--- config.mk ---
export PLATFORM = sky130hd
export DESIGN_NAME = fp_normaliser_pipe
export DESIGN_NICKNAME = d
export VERILOG_FILES = /design/src/rtl/fp_normaliser_pipe.sv
export SDC_FILE = /design/constraint.sdc
export NUM_CORES = 1
export LEC_CHECK = 0
export CAP_MARGIN = 15
export CORE_AREA = 2 2 144 146
export CTS_BUF_LIST = sky130_fd_sc_hd__clkbuf_4 sky130_fd_sc_hd__clkbuf_8
export CTS_CLUSTER_DIAMETER = 200
export DETAILED_ROUTE_END_ITERATION = 16
export DIE_AREA = 0 0 146 148
export GPL_TIMING_DRIVEN = 1
export PLACE_DENSITY = 0.75
export RECOVER_POWER = 50
export SYNTH_ARGS = -nofsm -noshare
export SYNTH_HDL_FRONTEND = slang
export SYNTH_SLANG_ARGS = --single-unit
--- constraint.sdc ---
create_clock -name clk -period 5.2 [get_ports clk]
set_clock_uncertainty 0.2 [all_clocks]
set_input_delay 0.78 -clock clk [delete_from_list [all_inputs] [get_ports clk]]
set_output_delay 0.78 -clock clk [all_outputs]
set_load 0.01 [all_outputs]
--- src/rtl/fp_normaliser_pipe.sv ---
// Three-stage floating-point normaliser: leading-one detect, normalising shift, then round/pack/flags.
// Define FP_NORM_SUBNORM_EN to produce subnormals on underflow; otherwise tiny results flush to zero.
module fp_normaliser_pipe #(
  parameter int EXP_W  = 8,
  parameter int MANT_W = 23,
  parameter int IN_W   = 50
) (
  input  logic                    clk,
  input  logic                    rst_n,
  input  logic                    in_valid,
  output logic                    in_ready,
  input  logic                    in_sig,
  input  logic [EXP_W-1:0]        in_exp,
  input  logic [IN_W-1:0]         in_mant,
  input  logic                    in_nan,
  input  logic                    in_inf,
  input  logic [1:0]              in_rm,
  output logic                    out_valid,
  input  logic                    out_ready,
  output logic [EXP_W+MANT_W:0]   out_res,
  output logic [4:0]              out_exept
);
  localparam int FRAC_POS = IN_W - 2;
  localparam int LP_W     = $clog2(IN_W);
  localparam int E_W      = EXP_W + 2;
  localparam int NRM_W    = IN_W - 1;
  localparam int LOW_W    = IN_W - MANT_W - 2;
  localparam logic signed [E_W-1:0] E_MAX = E_W'((1 << EXP_W) - 1);
  localparam logic signed [E_W-1:0] E_ONE = E_W'(1);
  localparam logic [1:0] RM_RNE = 2'b00;
  localparam logic [1:0] RM_RTZ = 2'b01;
  localparam logic [1:0] RM_RDN = 2'b10;

  function automatic logic round_inc(input logic [1:0] rm, input logic sign,
                                     input logic lsb, input logic g, input logic s);
    case (rm)
      RM_RNE:  return g & (s | lsb);
      RM_RTZ:  return 1'b0;
      RM_RDN:  return sign & (g | s);
      default: return ~sign & (g | s);
    endcase
  endfunction

  logic adv;
  logic s1_valid_reg, s2_valid_reg, out_valid_reg;
  logic [EXP_W+MANT_W:0] out_res_reg, res_next;
  logic [4:0] out_exept_reg, exept_next;

  assign adv       = out_ready | ~out_valid_reg;
  assign in_ready  = adv;
  assign out_valid = out_valid_reg;
  assign out_res   = out_res_reg;
  assign out_exept = out_exept_reg;

  // Stage 1: leading-one detect on the raw mantissa
  logic [LP_W-1:0] lead_pos;
  always_comb begin
    lead_pos = '0;
    for (int i = 0; i < IN_W; i++)
      if (in_mant[i]) lead_pos = LP_W'(i);
  end

  logic                  s1_sig_reg, s1_nan_reg, s1_inf_reg, s1_zero_reg;
  logic [EXP_W-1:0]      s1_exp_reg;
  logic [IN_W-1:0]       s1_mant_reg;
  logic [1:0]            s1_rm_reg;
  logic [LP_W-1:0]       s1_lead_reg;

  // Stage 2: shift the leading one out of the top; it is implicit from here on
  logic [LP_W-1:0]       shamt;
  logic signed [E_W-1:0] e_next;
  assign shamt  = LP_W'(IN_W - 1) - s1_lead_reg;
  assign e_next = E_W'(s1_exp_reg) + E_W'(s1_lead_reg) - E_W'(FRAC_POS);

  logic                  s2_sig_reg, s2_nan_reg, s2_inf_reg, s2_zero_reg;
  logic [1:0]            s2_rm_reg;
  logic [NRM_W-1:0]      s2_norm_reg;
  logic signed [E_W-1:0] s2_e_reg;

  always_ff @(posedge clk) begin
    if (adv) begin
      s1_sig_reg  <= in_sig;
      s1_exp_reg  <= in_exp;
      s1_mant_reg <= in_mant;
      s1_nan_reg  <= in_nan;
      s1_inf_reg  <= in_inf;
      s1_rm_reg   <= in_rm;
      s1_lead_reg <= lead_pos;
      s1_zero_reg <= (in_mant == '0);
      s2_sig_reg  <= s1_sig_reg;
      s2_nan_reg  <= s1_nan_reg;
      s2_inf_reg  <= s1_inf_reg;
      s2_zero_reg <= s1_zero_reg;
      s2_rm_reg   <= s1_rm_reg;
      s2_norm_reg <= NRM_W'(s1_mant_reg << shamt);
      s2_e_reg    <= e_next;
    end
  end

  // Stage 3: round, detect overflow/underflow, pack
  logic [MANT_W-1:0]     frac_n;
  logic                  g_n, s_n, inc_n, ovf, uf, to_inf;
  logic [MANT_W:0]       rnd_n;
  logic signed [E_W-1:0] e_fin;

  assign frac_n = s2_norm_reg[NRM_W-1 -: MANT_W];
  assign g_n    = s2_norm_reg[LOW_W];
  assign s_n    = |s2_norm_reg[LOW_W-1:0];
  assign inc_n  = round_inc(s2_rm_reg, s2_sig_reg, frac_n[0], g_n, s_n);
  assign rnd_n  = {1'b0, frac_n} + (MANT_W+1)'(inc_n);
  assign e_fin  = s2_e_reg + E_W'(rnd_n[MANT_W]);
  assign ovf    = (e_fin >= E_MAX);
  assign uf     = (s2_e_reg < E_ONE);
  assign to_inf = (s2_rm_reg == RM_RNE) | ((s2_rm_reg == RM_RDN) & s2_sig_reg) |
                  ((s2_rm_reg == 2'b11) & ~s2_sig_reg);

`ifdef FP_NORM_SUBNORM_EN
  localparam int W_W = MANT_W + 3;
  logic [W_W-1:0]  sub_w, sub_shifted;
  logic [E_W-1:0]  sub_sh_raw, sub_sh;
  logic            sub_lost, inc_u;
  logic [MANT_W:0] rnd_u;

  // Hidden one, fraction, guard, sticky shifted right together; lost bits fold into sticky
  assign sub_w       = {1'b1, frac_n, g_n, s_n};
  assign sub_sh_raw  = E_ONE - s2_e_reg;
  assign sub_sh      = (sub_sh_raw > E_W'(W_W - 1)) ? E_W'(W_W - 1) : sub_sh_raw;
  assign sub_shifted = sub_w >> sub_sh;
  assign sub_lost    = |(sub_w & ~({W_W{1'b1}} << sub_sh));
  assign inc_u       = round_inc(s2_rm_reg, s2_sig_reg, sub_shifted[2], sub_shifted[1],
                                 sub_shifted[0] | sub_lost);
  assign rnd_u       = sub_shifted[W_W-1:2] + (MANT_W+1)'(inc_u);
`endif

  always_comb begin
    res_next   = '0;
    exept_next = '0;
    if (s2_nan_reg) begin
      res_next   = {1'b0, {EXP_W{1'b1}}, {MANT_W{1'b1}}};
      exept_next = 5'b00001;
    end else if (s2_inf_reg) begin
      res_next = {s2_sig_reg, {EXP_W{1'b1}}, {MANT_W{1'b0}}};
    end else if (s2_zero_reg) begin
      res_next = {s2_sig_reg, {EXP_W{1'b0}}, {MANT_W{1'b0}}};
    end else if (ovf) begin
      res_next   = to_inf ? {s2_sig_reg, {EXP_W{1'b1}}, {MANT_W{1'b0}}}
                          : {s2_sig_reg, {(EXP_W-1){1'b1}}, 1'b0, {MANT_W{1'b1}}};
      exept_next = 5'b10100;
    end else if (uf) begin
`ifdef FP_NORM_SUBNORM_EN
      res_next   = {s2_sig_reg, {(EXP_W-1){1'b0}}, rnd_u[MANT_W], rnd_u[MANT_W-1:0]};
      exept_next = {sub_shifted[1] | sub_shifted[0] | sub_lost, ~rnd_u[MANT_W], 3'b000};
`else
      res_next   = {s2_sig_reg, {EXP_W{1'b0}}, {MANT_W{1'b0}}};
      exept_next = 5'b11000;
`endif
    end else begin
      res_next   = {s2_sig_reg, e_fin[EXP_W-1:0], rnd_n[MANT_W-1:0]};
      exept_next = {g_n | s_n, 4'b0000};
    end
  end

  always_ff @(posedge clk) begin
    if (!rst_n) begin
      s1_valid_reg  <= 1'b0;
      s2_valid_reg  <= 1'b0;
      out_valid_reg <= 1'b0;
      out_res_reg   <= '0;
      out_exept_reg <= '0;
    end else if (adv) begin
      s1_valid_reg  <= in_valid;
      s2_valid_reg  <= s1_valid_reg;
      out_valid_reg <= s2_valid_reg;
      if (s2_valid_reg) begin
        out_res_reg   <= res_next;
        out_exept_reg <= exept_next;
      end
    end
  end
endmodule

# After elaboration in Yosys (flattened, before gate mapping)
# Index checks and enable logic that the tools add are counted.
# totals
word_cells,111
reg_bits,175
inputBits,67
# op_classes
addsub,5
n_shift,1
bitwise,12
magnitude_cmp,2
eq_ne,3
n_mux,60
n_reduce_logical,6
# ops
cell,count
6-bit 2-to-1 mux,30
31-bit 2-to-1 mux,4
5-bit 2-to-1 mux,21
50-bit logical NOT,1
50-bit by 6-bit << shifter with 49-bit output,1
32-bit 2-to-1 mux,1
25-bit OR reduction,1
23-bit by 1-bit adder with 24-bit output,1
24-bit 2-to-1 mux,1
18-bit OR reduction,1
10-bit by 1-bit adder with 10-bit output,1
"10-bit by 9-bit greater-or-equal comparator with 1-bit output, second input constant",1
"10-bit by 2-bit < comparator with 1-bit output, second input constant",1
"9-bit by 6-bit subtractor with 10-bit output, second input constant",1
8-bit by 6-bit adder with 9-bit output,1
"6-bit subtractor, first input constant",1
1-bit bitwise AND,5
1-bit OR,5
"2-bit equality test, second input constant",2
1-bit one-hot mux with 3 select lines,1
"2-bit by 1-bit equality test with 1-bit output, second input constant",1
2-bit logical NOT,1
1-bit 2-to-1 mux,2
1-bit NOT,2
other kinds (2),2

# Logic depth before layout (Yosys ltp)
# Gate-level depths: netlist of the first run.
# depth
word_depth,48
mapped_depth,20
ltp_nobuf,18

# Worst setup path before layout of the first run
# No wires, ideal clock.
# synth_timing
path_kind,input-to-reg
startpoint,input out_ready
endpoint,register out_res_reg[11] (netlist: out_res[11])
t_required_ns,4.925
setup_slack_ns,0.961
t_arrival_ns,3.965
setup_time_ns,0.075
n_path_buf,1
path_stages,7
path_cell_list,nand2b_1 buf_2 nand2_1 nor3_2 nand2_1 or3_1 a31oi_1
# synth_between
elab_chain_len,2
# synth_rtl
element,line_no,source
start: declaration,19,"input logic out_ready,"
1-bit OR,49,assign adv = out_ready | ~out_valid_reg;
net in_ready,11,"output logic in_ready,"
2-bit AND reduction (no source line),n/a,
end signal: assignment,175,out_res_reg <= res_next;
end: declaration,46,"logic [EXP_W+MANT_W:0] out_res_reg, res_next;"
# The timed path passes the listed nets, and every way through them passes these cells.
# A chain may end at the register's enable or synchronous reset.

# Final worst setup path of the first run
# layout_timing
startpoint,input out_ready
endpoint,output in_ready
# layout_between
elab_chain_len,1
# layout_rtl
element,line_no
1-bit OR,49
end: declaration,11
# No other way between the ends.

==> impl_metrics.py, run 1 <==
metrics = {
    "global_route": {
        "grt.total_usage": 0.216,
        "grt_antenna_before_repair": 0,
        "grt_first_pass_wirelength_mm": 37.4,
        "grt_max_degree": 52,
        "grt_pass1_vias": 7226,
        "gr-total-overflow": 0,
    },
    "setup_path": {
        "cp_max_fo": 46,
        "cp_cell_sequence": "dlygate4sd3_1, nand2b_1, clkdlybuf4s50_1",
        "critPathKind": "in -> out",
        "startpoint_type": "input port",
        "slowest_delay_ns": 1.60,
        "endpoint_kind": "output pin",
        "path_buf_inv": 2,
        "cp_top_family": "simple AND/OR/NAND/NOR gates",
        "cp.arrival_ns": 3.77,
        "cp_slowest_cell": "nand2b_1",
        "critPathRequiredTime_ns": 4.22,
    },
    "clocking": {
        "ctsResizeCount": 0,
        "clk_root_buffer_cell": "clkbuf_8",
        "cts_tree": "done",
        "cts-hold-fix-buffers": 0,
        "cts_sinks": 173,
        "numCtsBuffers": 17,
        "cts.htree.levels": 4,
        "cts_setup_buffers": 0,
        "clk_latency_ns": 0.48,
        "clk_pin_slew_ns": 0.10,
        "clock_path_buffers": 2,
    },
    "layout": {
        "finalNonFillerCells": 1283,
        "stdcell_area_um2": 11900,
        "fin_nets": 1089,
        "drive_gt1_frac": 0.138,
        "layout_commonest_cell": "edfxtp_1",
        "area_growth_pct": 15.3,
        "insertedDiodeCount": 0,
        "finish.utilization": 0.594,
        "mostFrequentLayoutCells": "edfxtp_1, dlygate4sd3_1, nor2_1, a21oi_1, nand2_1",
    },
    "routing": {
        "drc_errors": 0,
        "wl_mm": 22.8,
        "dr.pass1.iters": 5,
        "vias": 7684,
        "final_antenna_net_count": 0,
        "wl_per_cell_um": 17.8,
        "drt_iter0_drc": 626,
        "viasPerCell": 5.99,
    },
    "sta": {
        "period_minus_slack_ns": 4.75,
        "setup_ws_ns": 0.453,
        "slew_violations": 47,
        "maxSlewHeadroom": -0.481,
        "timing.fmax_mhz": 211,
        "finalHoldViolCount": 0,
        "rsz0062_at_grt": "false",
        "finalSetupViolations": 0,
        "fin_tns_setup_ns": 0,
        "finalCritPeriodShare": 0.913,
        "max_slew.worst_pin.slew_ns": 2.22,
        "whs_ns": 0.210,
    },
    "min_path": {
        "min_path_type": "reg -> reg",
    },
    "die": {
        "dieArea_um2": 21600,
        "core_um2": 20000,
        "start_util": 0.515,
        "pin_count": 106,
        "die_h_um": 148,
        "fp.dieW_um": 146,
        "num_rows": 52,
    },
    "yosys": {
        "synth_warnings": 0,
        "syn-cell-area_um2": 10300,
        "synth_fp_nets": 1009,
        "synth_async_sr_flop_share": 0,
        "ys_ff_latch": 173,
        "avgSynthCellArea_um2": 11.2,
        "yosysUniqueCellTypes": 72,
        "synth_ff_type": "edfxtp_1",
        "seq_area_frac_synth": 0.465,
        "synth_edf_count": 134,
        "syn_inst": 920,
    },
    "outcome": {
        "violations": "max-capacitance violations, max-slew violations",
        "outcome": "finished with violations",
    },
    "flow_run": {
        "cap_violations": 1,
    },
    "placed_design": {
        "post-dp-hpwl_mm": 17.2,
        "dpl.cell_count": 1251,
        "dpl-instance-area_um2": 11500,
        "pre_cts_slack_ns": 0.764,
        "portBuffers": 104,
        "place_congestion": 0.970,
    },
    "power_and_ir_drop": {
        "power_mw": 3.85,
        "powerDensity_nw_per_um2": 323,
        "p_leak_nw": 4.43,
        "ir_drop_mv": 0.175,
    },
}
## layout make-up
class,instances,area [um2]
clock buffer,19,249
clock inverter,13,150
fill,1700,8130
inverter,25,93.8
multi-input combinational,665,5130
sequential,173,4800
tap,270,338
timing repair buffer,118,1140
## worst paths after layout
kind / slack, ns / depth (start not counted) / to / from
hold reg to reg: 0.21 / 0 / s2_inf_reg$_DFFE_PN_ / s1_inf_reg$_DFFE_PN_
setup / recovery: 0.45 / 3 / in_ready / out_ready
hold / removal: 0.21 / 0 / s2_inf_reg$_DFFE_PN_ / s1_inf_reg$_DFFE_PN_
setup reg to reg: 0.68 / 18 / out_res[18]$_SDFFE_PN0P_ / s2_rm_reg[1]$_DFFE_PN_
## synthesized netlist by cell type, types with 9 or more instances
master / n / area share
buf_2: 21 / 0.010
mux4_2: 48 / 0.10
o22ai_1: 32 / 0.019
ha_1: 21 / 0.025
a211oi_1: 9 / 0.0065
xor2_1: 18 / 0.015
o21ai_0: 19 / 0.0092
mux2_2: 26 / 0.028
dfxtp_1: 39 / 0.076
inv_1: 24 / 0.0087
a31oi_1: 14 / 0.0085
mux2i_1: 33 / 0.032
nand2_1: 63 / 0.023
and3_1: 9 / 0.0055
nor2_1: 96 / 0.035
nand3_1: 27 / 0.013
nor3_1: 23 / 0.011
nor4_1: 20 / 0.012
or3_1: 10 / 0.0061
clkbuf_1: 20 / 0.0073
o21a_1: 11 / 0.0080
xnor2_1: 18 / 0.015
a21oi_1: 66 / 0.032
edfxtp_1: 134 / 0.39
## where the power goes
part / internal [mW] / switching, mW
logic: 0.484 / 0.584
clock network: 0.412 / 0.540
registers: 1.69 / 0.139
total: 2.59 / 1.26
## per-layer routing
metal  part of all wire  global-route usage  wire [um]
met1               0.44               0.297      10100
met2               0.48               0.349      10800
met3              0.059              0.0401       1340
met4              0.024              0.0738        558
met5                  0                   0          0
## cell families after synthesis
family                     Yosys count  share of synthesized area
adders and majority gates           22                     0.0274
other                                1                   0.000363
AOI/OAI and AO/OA                  209                      0.130
buffers and inverters               82                     0.0412
xor gates and xnor gates            37                     0.0321
DFF                                173                      0.465
muxes                              108                      0.168
and+or+nand+nor                    288                      0.136
Power figures use the tool's default switching activity.
==> inputs of run 2 (changes only) <==
--- a/config.mk
+++ b/config.mk
@@ -14,6 +14,7 @@
 export GPL_TIMING_DRIVEN = 1
 export PLACE_DENSITY = 0.75
 export RECOVER_POWER = 50
+export SETUP_SLACK_MARGIN = 0.2
 export SYNTH_ARGS = -nofsm -noshare
 export SYNTH_HDL_FRONTEND = slang
 export SYNTH_SLANG_ARGS = --single-unit
==> results of run 2 <==
Final layout, timing and power as in run 1 (identical DEF).
==> inputs of run 3 (changes only) <==
--- a/config.mk
+++ b/config.mk
@@ -8,10 +8,9 @@
 export CAP_MARGIN = 15
 export CORE_AREA = 2 2 144 146
 export CTS_BUF_LIST = sky130_fd_sc_hd__clkbuf_4 sky130_fd_sc_hd__clkbuf_8
-export CTS_CLUSTER_DIAMETER = 200
+export CTS_CLUSTER_DIAMETER = 150
 export DETAILED_ROUTE_END_ITERATION = 16
 export DIE_AREA = 0 0 146 148
-export GPL_TIMING_DRIVEN = 1
 export PLACE_DENSITY = 0.75
 export RECOVER_POWER = 50
 export SETUP_SLACK_MARGIN = 0.2
==> results of run 3 <==
Final layout, timing and power as in run 1 (identical DEF).
==> patch: new RTL, flow settings as in run 3 <==
Change the parameter `EXP_W` from 8 to 9.
--- a/src/rtl/fp_normaliser_pipe.sv
+++ b/src/rtl/fp_normaliser_pipe.sv
@@ -2,5 +2,5 @@
 // Define FP_NORM_SUBNORM_EN to produce subnormals on underflow; otherwise tiny results flush to zero.
 module fp_normaliser_pipe #(
-  parameter int EXP_W  = 8,
+  parameter int EXP_W  = 9,
   parameter int MANT_W = 23,
   parameter int IN_W   = 50
Ports: changed (resized in_exp and out_res); port bits go from 106 to 108. No check against the original RTL was run, so the function may have changed too.
==> patch against run 3 <==
- the flow finishes with violations (max-capacitance violations)
- power rose by 0.65%
- routed wire length up 4.4%
- sequential share of layout area is 0.19 points higher
- worst setup slack improved by 0.11 ns
- sequential cell count rose by 3
- synthesized area grew 0.90%
- design area is 1.2% higher
- critical path type is now register to register
- critical endpoint is now out_res[11]$_SDFFE_PN0P_
- largest cell class unchanged
- highest routed layer unchanged
==> patch: results <==
status:
  outcome: "finished with violations"
  violations: "max-capacitance violations"
power:
  leakage_nw: 4.55
  ir_drop_mv: 0.165
placement:
  placedInstanceArea_sq_mm: 0.0117
  post-dp-hpwl_mm: 18.0
  gp_congestion: 0.953
  io_buffers: 106
finish:
  final_nets: 1183
  drive_gt1_frac: 0.125
  antenna_cells: 0
worst_setup_path:
  critical-path-top-delay-family: "simple AND/OR/NAND/NOR gates"
  worstPathArrival_ns: 4.85
  crit_path_top_delay_cell: "buf_4"
  crit_fanout: 34
  cp_slowest_stage_delay_ns: 0.41
synth:
  async_flop_share: 0
  synth.distinct_cells: 68
  yosysSeqAreaShare: 0.469
  synth_area_leaders: "edfxtp_1, mux4_2, dfxtp_1"
  synthTopCellsByCount: "edfxtp_1, nor2_1, nand2_1, a21oi_1"
  synth_edf_count: 136
  syn-num-nets: 1101
  yosysWarnings: 0
worst_hold_path:
  hold_class: "register to register"
global_routing:
  grt_pass1_vias: 7546
  grt_usage: 0.223
  grt_pass1_wl_mm: 38.5
  grt_antenna_before_repair: 0
  grt_max_degree: 67
clocking:
  path_clk_slew_ns: 0.09
  clockRootBuffer: "clkbuf_8"
  h-tree-depth: 4
  post-cts-setup-buffers: 0
  clock_path_buffers: 2
  clkLatencyLatePin_ns: 0.49
  cts_resized: 0
  cts_buffers: 17
sta:
  slew_headroom: 0.00218
  setup_viol_count_final: 0
  final_max_slew_viol_count: 0
  finalHoldViolations: 0
drt:
  routed_wl_mm: 23.8
  drt_iter0_markers: 571
  detailedRoute.firstPassIterationCount: 5
  vias: 7972
flow_run:
  drv_cap: 1
[patch: worst paths after layout]
| path | from | to | slack [ns] | cells past startpoint |
|---|---|---|---|---|
| setup / recovery | s2_norm_reg[4]$_SDFFCE_PP0N_ | out_res[11]$_SDFFE_PN0P_ | 0.56 | 19 |
| hold / removal | s1_zero_reg$_DFFE_PN_ | s2_zero_reg$_DFFE_PN_ | 0.24 | 0 |
| setup reg to reg | s2_norm_reg[4]$_SDFFCE_PP0N_ | out_res[11]$_SDFFE_PN0P_ | 0.56 | 19 |
| hold reg to reg | s1_zero_reg$_DFFE_PN_ | s2_zero_reg$_DFFE_PN_ | 0.24 | 0 |
[patch: cells by family (layout without fill, tap and decap cells)]
| logic type | after synthesis | after routing | synth area share |
|---|---|---|---|
| buf+inv | 85 | 180 | 0.0382 |
| compound gates | 254 | 254 | 0.155 |
| flops | 176 | 176 | 0.469 |
| simple gates | 348 | 348 | 0.147 |
| other cells | 1 | 1 | 0.000360 |
| xor+xnor | 42 | 42 | 0.0353 |
| mux | 81 | 81 | 0.127 |
| fa+ha+maj | 23 | 23 | 0.0283 |
[patch: per-layer routing]
| layer | vias to the layer above | track usage | wire length (um) |
|---|---|---|---|
| met5 | - | 0 | 0 |
| met4 | 0 | 0.0772 | 565 |
| met3 | 39 | 0.0355 | 1000 |
| met2 | 238 | 0.375 | 11600 |
| met1 | 3785 | 0.296 | 10600 |
| li1 | 3910 | - | - |
[patch: layout make-up]
| cell class | instances | area [sq um] |
|---|---|---|
| clock buffer | 21 | 283 |
| clock inverter | 11 | 101 |
| fill | 1756 | 7990 |
| inverter | 26 | 97.6 |
| multi-input combinational | 749 | 5170 |
| sequential | 176 | 4880 |
| tap | 270 | 338 |
| timing repair buffer | 122 | 1170 |
[patch: through the flow]
step	worst slack, ns	utilization	power (mW)	instances	hold slack, ns
after global placement	0.457	0.583	2.94	1343	0.205
after CTS	0.288	0.602	3.90	1375	0.240
after detailed placement	0.330	0.583	2.96	1343	0.209
after floorplan	0.957	-	2.62	1010	0.200
final	0.561	0.601	3.87	1375	0.237
after global routing	0.168	0.601	4.07	1375	0.252
[patch: worst reg2reg max path: stages (launching register included)]
cell	delay, ns
edfxtp_1	0.38
nor4_1	0.34
nand4_1	0.17
or3_1	0.37
a32o_1	0.25
ha_1	0.23
nand3_1	0.12
nor2_1	0.09
nand4_1	0.15
nor2_1	0.07
ha_1	0.22
ha_1	0.23
xor2_1	0.20
nor2b_1	0.15
nand4_1	0.12
o31ai_2	0.39
and2_1	0.20
buf_4	0.41
o21ai_1	0.15
a21oi_1	0.16
[patch: power breakdown]
part | internal [mW] | total [mW] | switching [mW]
sequential | 1.72 | 1.85 | 0.133
clock | 0.429 | 0.948 | 0.520
combinational | 0.449 | 1.08 | 0.628
total | 2.59 | 3.87 | 1.28
